===== src/rtl/prefetch_issue_queue_if.sv =====
// Request bundle between the prefetcher/demand source, the prefetch issue queue and memory.
// master = upstream/memory side, slave = the queue itself.
interface prefetch_issue_queue_if #(
    parameter int DEPTH = 8,
    parameter int AW    = 16,
    parameter int CW    = 8
);
    localparam int QCW = $clog2(DEPTH) + 1;

    logic           pf_valid;
    logic [AW-1:0]  pf_addr;
    logic           demand_valid;
    logic [AW-1:0]  demand_addr;
    logic           demand_ack;
    logic           mem_req_valid;
    logic [AW-1:0]  mem_req_addr;
    logic           mem_req_is_pf;
    logic           mem_req_ready;
    logic [QCW-1:0] q_count;
    logic           full;
    logic           empty;
    logic [CW-1:0]  drop_count;

    modport master (
        output pf_valid, pf_addr, demand_valid, demand_addr, mem_req_ready,
        input  demand_ack, mem_req_valid, mem_req_addr, mem_req_is_pf,
        input  q_count, full, empty, drop_count
    );

    modport slave (
        input  pf_valid, pf_addr, demand_valid, demand_addr, mem_req_ready,
        output demand_ack, mem_req_valid, mem_req_addr, mem_req_is_pf,
        output q_count, full, empty, drop_count
    );
endinterface


===== src/rtl/prefetch_issue_queue.sv =====
// Prefetch issue queue: FIFO of prefetch addresses feeding one registered memory request slot,
// demand requests always win the slot. Define PFQ_DEDUP_EN to drop duplicate prefetch addresses.
module prefetch_issue_queue #(
    parameter int DEPTH = 8,
    parameter int AW    = 16,
    parameter int CW    = 8
) (
    input  logic                 clk,
    input  logic                 rst,
    prefetch_issue_queue_if.slave bus
);
    localparam int PW  = $clog2(DEPTH);
    localparam int QCW = PW + 1;

    logic [AW-1:0]  fifo_q [DEPTH];
    logic [PW-1:0]  wr_ptr_q, wr_ptr_d;
    logic [PW-1:0]  rd_ptr_q, rd_ptr_d;
    logic [QCW-1:0] count_q, count_d;
    logic           slot_valid_q, slot_valid_d;
    logic [AW-1:0]  slot_addr_q, slot_addr_d;
    logic           slot_is_pf_q, slot_is_pf_d;
    logic [CW-1:0]  drop_q, drop_d;

    logic slot_free_s;
    logic take_demand_s;
    logic pop_s;
    logic push_s;
    logic drop_s;
    logic full_drop_s;
    logic dup_s;
    logic empty_s;
    logic full_s;

`ifdef PFQ_DEDUP_EN
    logic [DEPTH-1:0] entry_hit_s;

    // Duplicate detect: occupied entries (head included even when popping), the slot, the pending demand.
    always_comb begin
        entry_hit_s = {DEPTH{1'b0}};
        for (int i = 0; i < DEPTH; i++) begin
            entry_hit_s[i] = ({1'b0, (PW'(i) - rd_ptr_q)} < count_q) && (fifo_q[i] == bus.pf_addr);
        end
        dup_s = (|entry_hit_s)
              || (slot_valid_q && (slot_addr_q == bus.pf_addr))
              || (bus.demand_valid && (bus.demand_addr == bus.pf_addr));
    end
`else
    assign dup_s = 1'b0;
`endif

    // Handshake decisions for this cycle; inputs are ignored while in reset.
    always_comb begin
        empty_s       = (count_q == {QCW{1'b0}});
        full_s        = (count_q == QCW'(DEPTH));
        slot_free_s   = !slot_valid_q || bus.mem_req_ready;
        take_demand_s = !rst && slot_free_s && bus.demand_valid;
        pop_s         = !rst && slot_free_s && !bus.demand_valid && !empty_s;
        full_drop_s   = full_s && !pop_s;
        drop_s        = !rst && bus.pf_valid && (full_drop_s || dup_s);
        push_s        = !rst && bus.pf_valid && !full_drop_s && !dup_s;
    end

    // Next-state for pointers, occupancy, drop counter and output slot.
    always_comb begin
        wr_ptr_d     = wr_ptr_q;
        rd_ptr_d     = rd_ptr_q;
        count_d      = count_q;
        drop_d       = drop_q;
        slot_valid_d = slot_valid_q;
        slot_addr_d  = slot_addr_q;
        slot_is_pf_d = slot_is_pf_q;

        if (push_s) begin
            wr_ptr_d = wr_ptr_q + PW'(1);
        end else begin
            wr_ptr_d = wr_ptr_q;
        end

        if (pop_s) begin
            rd_ptr_d = rd_ptr_q + PW'(1);
        end else begin
            rd_ptr_d = rd_ptr_q;
        end

        case ({push_s, pop_s})
            2'b10:   count_d = count_q + QCW'(1);
            2'b01:   count_d = count_q - QCW'(1);
            default: count_d = count_q;
        endcase

        if (drop_s && (drop_q != {CW{1'b1}})) begin
            drop_d = drop_q + CW'(1);
        end else begin
            drop_d = drop_q;
        end

        if (take_demand_s) begin
            slot_valid_d = 1'b1;
            slot_addr_d  = bus.demand_addr;
            slot_is_pf_d = 1'b0;
        end else if (pop_s) begin
            slot_valid_d = 1'b1;
            slot_addr_d  = fifo_q[rd_ptr_q];
            slot_is_pf_d = 1'b1;
        end else if (slot_free_s) begin
            slot_valid_d = 1'b0;
        end else begin
            slot_valid_d = slot_valid_q;
        end
    end

    // Control state registers with synchronous reset.
    always_ff @(posedge clk) begin
        if (rst) begin
            wr_ptr_q     <= {PW{1'b0}};
            rd_ptr_q     <= {PW{1'b0}};
            count_q      <= {QCW{1'b0}};
            drop_q       <= {CW{1'b0}};
            slot_valid_q <= 1'b0;
            slot_addr_q  <= {AW{1'b0}};
            slot_is_pf_q <= 1'b0;
        end else begin
            wr_ptr_q     <= wr_ptr_d;
            rd_ptr_q     <= rd_ptr_d;
            count_q      <= count_d;
            drop_q       <= drop_d;
            slot_valid_q <= slot_valid_d;
            slot_addr_q  <= slot_addr_d;
            slot_is_pf_q <= slot_is_pf_d;
        end
    end

    // FIFO storage; occupancy tracking makes stale contents harmless, so no reset.
    always_ff @(posedge clk) begin
        if (push_s) begin
            fifo_q[wr_ptr_q] <= bus.pf_addr;
        end
    end

    assign bus.demand_ack    = take_demand_s;
    assign bus.mem_req_valid = slot_valid_q;
    assign bus.mem_req_addr  = slot_addr_q;
    assign bus.mem_req_is_pf = slot_is_pf_q;
    assign bus.q_count       = count_q;
    assign bus.full          = full_s;
    assign bus.empty         = empty_s;
    assign bus.drop_count    = drop_q;
endmodule


===== src/flat_wrapper.sv =====
// flat-port wrapper written by rule: the top's interface ports become plain ports
module prefetch_issue_queue_flat 
#(
    parameter int DEPTH = 8,
    parameter int AW    = 16,
    parameter int CW    = 8
)
  (clk, rst, bus_pf_valid, bus_pf_addr, bus_demand_valid, bus_demand_addr, bus_mem_req_ready, bus_demand_ack, bus_mem_req_valid, bus_mem_req_addr, bus_mem_req_is_pf, bus_q_count, bus_full, bus_empty, bus_drop_count);
  prefetch_issue_queue_if #(.DEPTH(DEPTH), .AW(AW), .CW(CW)) bus_i ();
  input  logic clk;
  input  logic rst;
  input wire logic [$bits(bus_i.pf_valid)-1:0] bus_pf_valid;
  input wire logic [$bits(bus_i.pf_addr)-1:0] bus_pf_addr;
  input wire logic [$bits(bus_i.demand_valid)-1:0] bus_demand_valid;
  input wire logic [$bits(bus_i.demand_addr)-1:0] bus_demand_addr;
  input wire logic [$bits(bus_i.mem_req_ready)-1:0] bus_mem_req_ready;
  output wire logic [$bits(bus_i.demand_ack)-1:0] bus_demand_ack;
  output wire logic [$bits(bus_i.mem_req_valid)-1:0] bus_mem_req_valid;
  output wire logic [$bits(bus_i.mem_req_addr)-1:0] bus_mem_req_addr;
  output wire logic [$bits(bus_i.mem_req_is_pf)-1:0] bus_mem_req_is_pf;
  output wire logic [$bits(bus_i.q_count)-1:0] bus_q_count;
  output wire logic [$bits(bus_i.full)-1:0] bus_full;
  output wire logic [$bits(bus_i.empty)-1:0] bus_empty;
  output wire logic [$bits(bus_i.drop_count)-1:0] bus_drop_count;
  assign bus_i.pf_valid = bus_pf_valid;
  assign bus_i.pf_addr = bus_pf_addr;
  assign bus_i.demand_valid = bus_demand_valid;
  assign bus_i.demand_addr = bus_demand_addr;
  assign bus_i.mem_req_ready = bus_mem_req_ready;
  assign bus_demand_ack = bus_i.demand_ack;
  assign bus_mem_req_valid = bus_i.mem_req_valid;
  assign bus_mem_req_addr = bus_i.mem_req_addr;
  assign bus_mem_req_is_pf = bus_i.mem_req_is_pf;
  assign bus_q_count = bus_i.q_count;
  assign bus_full = bus_i.full;
  assign bus_empty = bus_i.empty;
  assign bus_drop_count = bus_i.drop_count;
  prefetch_issue_queue #(.DEPTH(DEPTH), .AW(AW), .CW(CW)) u_core (.clk(clk), .rst(rst), .bus(bus_i));
endmodule

===== config.mk =====
export PLATFORM = sky130hd
export DESIGN_NAME = prefetch_issue_queue_flat
export DESIGN_NICKNAME = d
export VERILOG_FILES = /design/src/rtl/prefetch_issue_queue_if.sv /design/src/rtl/prefetch_issue_queue.sv /design/src/flat_wrapper.sv
export SDC_FILE = /design/constraint.sdc
export NUM_CORES = 1
export LEC_CHECK = 0
export BUFFER_PORTS_ARGS = -buffer_cell sky130_fd_sc_hd__buf_4
export CAP_MARGIN = 20
export CORE_ASPECT_RATIO = 0.5
export CORE_MARGIN = 5
export CORE_UTILIZATION = 52
export CTS_CLUSTER_SIZE = 16
export DETAILED_ROUTE_END_ITERATION = 12
export PLACE_DENSITY = 0.81
export SYNTH_ARGS = -nofsm -noshare
export SYNTH_HDL_FRONTEND = slang
export SYNTH_SLANG_ARGS = --single-unit

===== constraint.sdc =====
create_clock -name clk -period 4.27 [get_ports clk]
set_clock_uncertainty 0.1 [all_clocks]
set_input_delay 0.2135 -clock clk [delete_from_list [all_inputs] [get_ports clk]]
set_output_delay 0.2135 -clock clk [all_outputs]
set_load 0.02 [all_outputs]

### Word level (Yosys, flattened, before mapping)

Memory sizes are Yosys's and may differ from the RTL's. A register that Yosys moved wholly into a read port is not among the register bits.
Index checks and enable logic that the tools add are counted.

* eq/ne operators: 4
* multiplexer cells: 10
* reduce and logical (&&, ||, !) cells: 21
* add/sub/neg operators: 5

Operators with widths (count)
* 16-bit two-way mux: 2
* 1-bit logical AND: 9
* 8-bit by 1-bit adder with 8-bit output (second input constant): 1
* 8-bit != test (second input constant): 1
* 4-bit case mux with 2 select lines: 1
* 3-bit by 1-bit adder with 3-bit output (second input constant): 2
* 1-bit logical NOT: 6
* 3-bit two-way mux: 2
* 1-bit two-way mux: 5
* 4-bit by 1-bit adder with 4-bit output (second input constant): 1
* 4-bit == test (second input constant): 1
* 4-bit logical NOT: 1
* 2-bit nonzero test: 2
* 4-bit by 1-bit subtractor with 4-bit output (second input constant): 1
* 3-bit nonzero test: 1
* 2-bit by 1-bit == test with 1-bit output (second input constant): 1
* 2-bit == test (second input constant): 1
* 2-bit OR reduction: 1
* 1-bit logical OR: 1

* bits in writable memories: 128
* logic and storage cells: 48
* output and inout bits: 33
* memories kept: 1
* register bits after elaboration: 36
* input bits: 37

Memories
* u_core.fifo_q: words 8, width 16, rd ports 1, clocked after memory_dff 1, write ports 1, line prefetch_issue_queue.sv:15 `logic [AW-1:0] fifo_q [DEPTH];`

### Logic depth before layout (Yosys ltp)

* depth in word-level cells: 11
* depth in mapped cells: 11

### Least setup slack after synthesis

OpenSTA, ideal clock, no wires.

* path kind: reg2reg
* start point: register u_core.slot_valid_q (netlist: u_core.bus.mem_req_valid)
* end point: memory u_core.fifo_q[0][0] (enable)
* slack: 0.859 ns
* period minus slack after synthesis: 3.411 ns
* setup time: 0.430 ns
* stages on the path, launching flop included: 5
* data arrival time: 2.881 ns
* path through: dfxtp_1 > nor2b_1 > o31ai_1 > nand2_1 > nor4_1

* word-level cells in the longest chain between the ends: 11

Ends and longest elaborated chain
* start, declared: line prefetch_issue_queue.sv:19 `logic slot_valid_q, slot_valid_d;`
* start signal, assigned: line prefetch_issue_queue.sv:127 `slot_valid_q <= slot_valid_d;`
* 1-bit logical NOT: line prefetch_issue_queue.sv:55 `slot_free_s = !slot_valid_q || bus.mem_req_ready;`
* 1-bit logical OR: line prefetch_issue_queue.sv:55
* 1-bit logical AND (3 in a row): line prefetch_issue_queue.sv:57 `pop_s = !rst && slot_free_s && !bus.demand_valid && !empty_s;`
* 1-bit logical NOT: line prefetch_issue_queue.sv:58 `full_drop_s = full_s && !pop_s;`
* 1-bit logical AND: line prefetch_issue_queue.sv:58
* 1-bit logical NOT: line prefetch_issue_queue.sv:60 `push_s = !rst && bus.pf_valid && !full_drop_s && !dup_s;`
* 1-bit logical AND: line prefetch_issue_queue.sv:60
* 1-bit two-way mux: line prefetch_issue_queue.sv:135 `if (push_s) begin`
* 1-bit two-way mux (implied by the code): line prefetch_issue_queue.sv:136 `fifo_q[wr_ptr_q] <= bus.pf_addr;`
* end, declared: line prefetch_issue_queue.sv:15

Every way passes these cells.

### Worst setup path in the final report

* start point: register u_core.slot_valid_q (netlist: u_core.bus.mem_req_valid)
* end point: register u_core.count_q[2] (netlist: u_core.bus.q_count[2])

* word-level cells in the longest chain between the ends: 11
* elaborated cells on any way between the ends: 13
* classes of those cells: eq/ne: 2; mux: 1; reduce/logical: 10

Ends and longest elaborated chain
* 1-bit logical NOT *: line prefetch_issue_queue.sv:55
* 1-bit logical OR *: line prefetch_issue_queue.sv:55
* 1-bit logical AND * (3 in a row): line prefetch_issue_queue.sv:57
* 1-bit logical NOT: line prefetch_issue_queue.sv:58
* 1-bit logical AND: line prefetch_issue_queue.sv:58
* 1-bit logical NOT: line prefetch_issue_queue.sv:60
* 1-bit logical AND: line prefetch_issue_queue.sv:60
* 2-bit by 1-bit == test with 1-bit output or 2-bit == test (tied branches): line prefetch_issue_queue.sv:85 `case ({push_s, pop_s})`
* 4-bit case mux with 2 select lines or 2-bit nonzero test (tied branches)
* end signal, assigned: line prefetch_issue_queue.sv:117 `count_q <= {QCW{1'b0}};`
* end signal, assigned: line prefetch_issue_queue.sv:125 `count_q <= count_d;`
* end, declared: line prefetch_issue_queue.sv:18 `logic [QCW-1:0] count_q, count_d;`

Every way passes the cells marked *; elsewhere a longest branch is shown, timed or not.
A chain may end at the register's enable or synchronous reset.

==> results.cfg <==
[clocking]
cts_buffers = 17
cts_tree = yes
cts_sinks = 167
clockBufferDepth = 2
cts_resized = 0
clockRootBuffer = clkbuf_16
clkSlewWorstSetupHoldPaths_ns = 0.07
clock_latency_ns = 0.42
htreeDepth = 4

[worst_setup_path]
crit_chain = nor2b_1, o31ai_1, nand2_1, ha_1, xor2_1, ha_1, a21oi_1, xor2_1, or3_1, a21oi_1
critical_path_class = flip-flop to flip-flop
regToRegStartpoint = u_core.bus.mem_req_valid$_SDFFE_PP0P_
critPathBufInv = 0
path_max_fanout = 8
critPathSlowestCell = o31ai_1
crit_required_ns = 4.53
crit_arrival_ns = 3.35
cp_slowest_stage_delay_ns = 0.58
r2r_end = u_core.bus.q_count[2]$_SDFFE_PP0P_
cp-start-kind = flip-flop
rr_worst_depth = 10
end_kind = flip-flop
r2r_slack_ns = 1.18
critical-path-top-delay-family = simple AND/OR/NAND/NOR gates

[pwr]
power_density_nw_per_um2 = 444
power_leakage_nw = 2.85
irDropWorstVdd_mv = 0.217
finalPower_mw = 3.63

[sta]
rsz0062_at_grt = false
finalCriticalPeriod_ns = 3.09
final.setup.tns_ns = 0
min_period_over_period_pct = 72.5
tightest_slew_ns = 1.03
setup_viol = 0
relSlewSlack_pct = 31.1
finalHoldViolCount = 0
finalMaxSlewViolations = 0
max_freq_ghz = 0.323

[route]
routedWlPerCell_um = 20.3
route.met3.wl_um = 905
routed.top_layer = met4
drt_first_iter_violations = 358
antenna_left = 0
vias = 3686
routed_wl_mm = 13.5
drt_pre_antenna_iters = 4
drt-met1-wl_mm = 5.55
met2WireLength_mm = 6.84
vias_per_cell = 5.55
drc = 0

[yosys]
synthAdderAreaFrac_pct = 1.15
yosys.area_share.simple_pct = 6.75
syn_nets = 410
synth_top_family_by_area = multiplexers
synth_mux_area_share_pct = 11.7
synthDistinctLibCells = 44
synth_top_area_share_pct = 58.7
synth_seq_cells = 167
synthTopCellsByArea = edfxtp_1 59%, dfxtp_1 12%, mux4_2 7.9%
synth_warnings = 0
synth.avg_cell_area_um2 = 17.8
syn_inst = 367
synth_seq_area_share_pct = 70.7
synth_area_um2 = 6540
synth_xor_area_share_pct = 1.74
synth_compound_area_share_pct = 6.06
yosys.area.top_type = edfxtp_1

[min_path]
hold_depth = 3
hp-class = input port to flip-flop
whs_endpoint = u_core.bus.mem_req_valid$_SDFFE_PP0P_
min-delay-start = bus_demand_valid

[die]
die_w_um = 169
initial_core_util_pct = 52.4
design.core.area_um2 = 12500
ios = 70
die_h_um = 89.3
rows = 29
die_area_um2 = 15100

[job]
maxCapViolCount = 0

[layout]
drive_gt1_share_pct = 34.0
final_common_cell = edfxtp_1
stdcell_count = 664
most-common-layout-cells = 128 x edfxtp_1, 80 x buf_4, 38 x dfxtp_1, 32 x dlygate4sd3_1, 25 x nand2_1
multi_input_area_um2 = 1820
nNetsFinal = 524
seqCellArea_um2 = 4630
nFillCells = 831
antennaDiodeCount = 0
fin_util_pct = 65.5
area_growth_pct = 25.0

[place]
gp_congestion = 0.727
dpl.hpwl_mm = 7.92
port_buffers = 69
placed_cells = 599

[global_routing]
grt_max_degree = 33
grt_pass1_wl_mm = 21.2
grt-ovfl-total = 0
antenna_found_initial = 0
grt_pass1_vias = 3857
grt_use_total_pct = 19.2

[outcome]
outcome = complete, no violations
-- sequential cells by signal, summed over array words and instances (netlist names), named ones only --
signal	count
u_core.fifo_q	128
u_core.bus.mem_req_addr	16
u_core.bus.drop_count	8
u_core.bus.q_count	4
u_core.rd_ptr_q	3
u_core.wr_ptr_q	3
u_core.bus.mem_req_is_pf	1
u_core.bus.mem_req_valid	1
-- layout make-up --
type                    instances  share of cell area [%]
clock buffers                  18                    5.25
well taps                     170                    2.60
inverters                       1                  0.0459
repair buffers                113                    11.5
multi-input cells             181                    22.2
clock inverters                14                    1.82
flip-flops and latches        167                    56.6
-- how the worst max path moves through the flow --
stage                                                     start  slack [ns]  cells after the start                                  to
final                     u_core.bus.mem_req_valid$_SDFFE_PP0P_        1.18                     10  u_core.bus.q_count[2]$_SDFFE_PP0P_
after global placement                                      rst        1.39                     10  u_core.bus.q_count[2]$_SDFFE_PP0P_
after CTS                 u_core.bus.mem_req_valid$_SDFFE_PP0P_        1.18                     10  u_core.bus.q_count[2]$_SDFFE_PP0P_
after floorplan           u_core.bus.mem_req_valid$_SDFFE_PP0P_        0.86                      4       u_core.fifo_q[0][0]$_DFFE_PP_
after detailed placement  u_core.bus.mem_req_valid$_SDFFE_PP0P_        1.28                     10  u_core.bus.q_count[2]$_SDFFE_PP0P_
after global routing      u_core.bus.mem_req_valid$_SDFFE_PP0P_        0.81                     10  u_core.bus.q_count[2]$_SDFFE_PP0P_
-- logic make-up after synthesis --
group	after synthesis
compound gates	47
xor+xnor	13
fa+ha+maj	6
buf+inv	19
flops	167
mux	34
simple gates	81
-- power breakdown --
part	internal, mW	switching [mW]	leakage (nW)
Clock	0.866	0.629	0.280
Sequential	1.79	0.0303	1.48
Combinational	0.151	0.161	1.09
-- routing by layer --
| metal | up-vias | GRT usage [%] |
|---|---|---|
| met5 | - | 0 |
| met4 | 0 | 7.81 |
| li1 | 1687 | - |
| met1 | 1851 | 23.6 |
| met3 | 18 | 5.52 |
| met2 | 130 | 33.0 |
-- worst reg2reg max path, delay by kind of cell (launching register included) --
family | cells | cell delay (ns)
xor gates and xnor gates | 2 | 0.26
AOI/OAI and AO/OA | 3 | 0.86
DFF | 1 | 0.31
adders and majority gates | 2 | 0.59
and+or+nand+nor | 3 | 0.91
-- synth_stat cells, drive strengths merged --
cell / number
nor4b: 1
or3: 1
ha: 6
and2b: 1
clkbuf: 8
o21ai: 3
a21oi: 5
a22oi: 32
nand3: 5
o21a: 1
nor2: 22
edfxtp: 128
mux4: 32
nor3: 8
o31ai: 1
mux2i: 2
and4: 2
xnor2: 6
nor3b: 3
buf: 10
a31oi: 1
o311ai: 1
a31o: 1
xor2: 7
dfxtp: 39
and2: 1
nand3b: 1
nor2b: 2
o22ai: 1
a32oi: 1
inv: 1
nand2: 25
nor4: 5
nand2b: 4
-- metrics by stage --
stage | hold slack, ns | area, um2 | setup slack, ns
global route | 0.0490 | 8180 | 0.808
floorplan | 0.212 | 6540 | 0.859
global placement | 0.335 | 7260 | 1.39
CTS | 0.0128 | 8160 | 1.18
detailed placement | 0.342 | 7260 | 1.28
finish | 0.0242 | 8180 | 1.18
-- repair_timing --
action / 4_1_cts / 5_1_grt
hold buffers: 32 / 0
buffers inserted: 0 / 0
endpoints found under the hold margin: 144 / 0
Note: power is estimated with default switching activity, not from simulation.
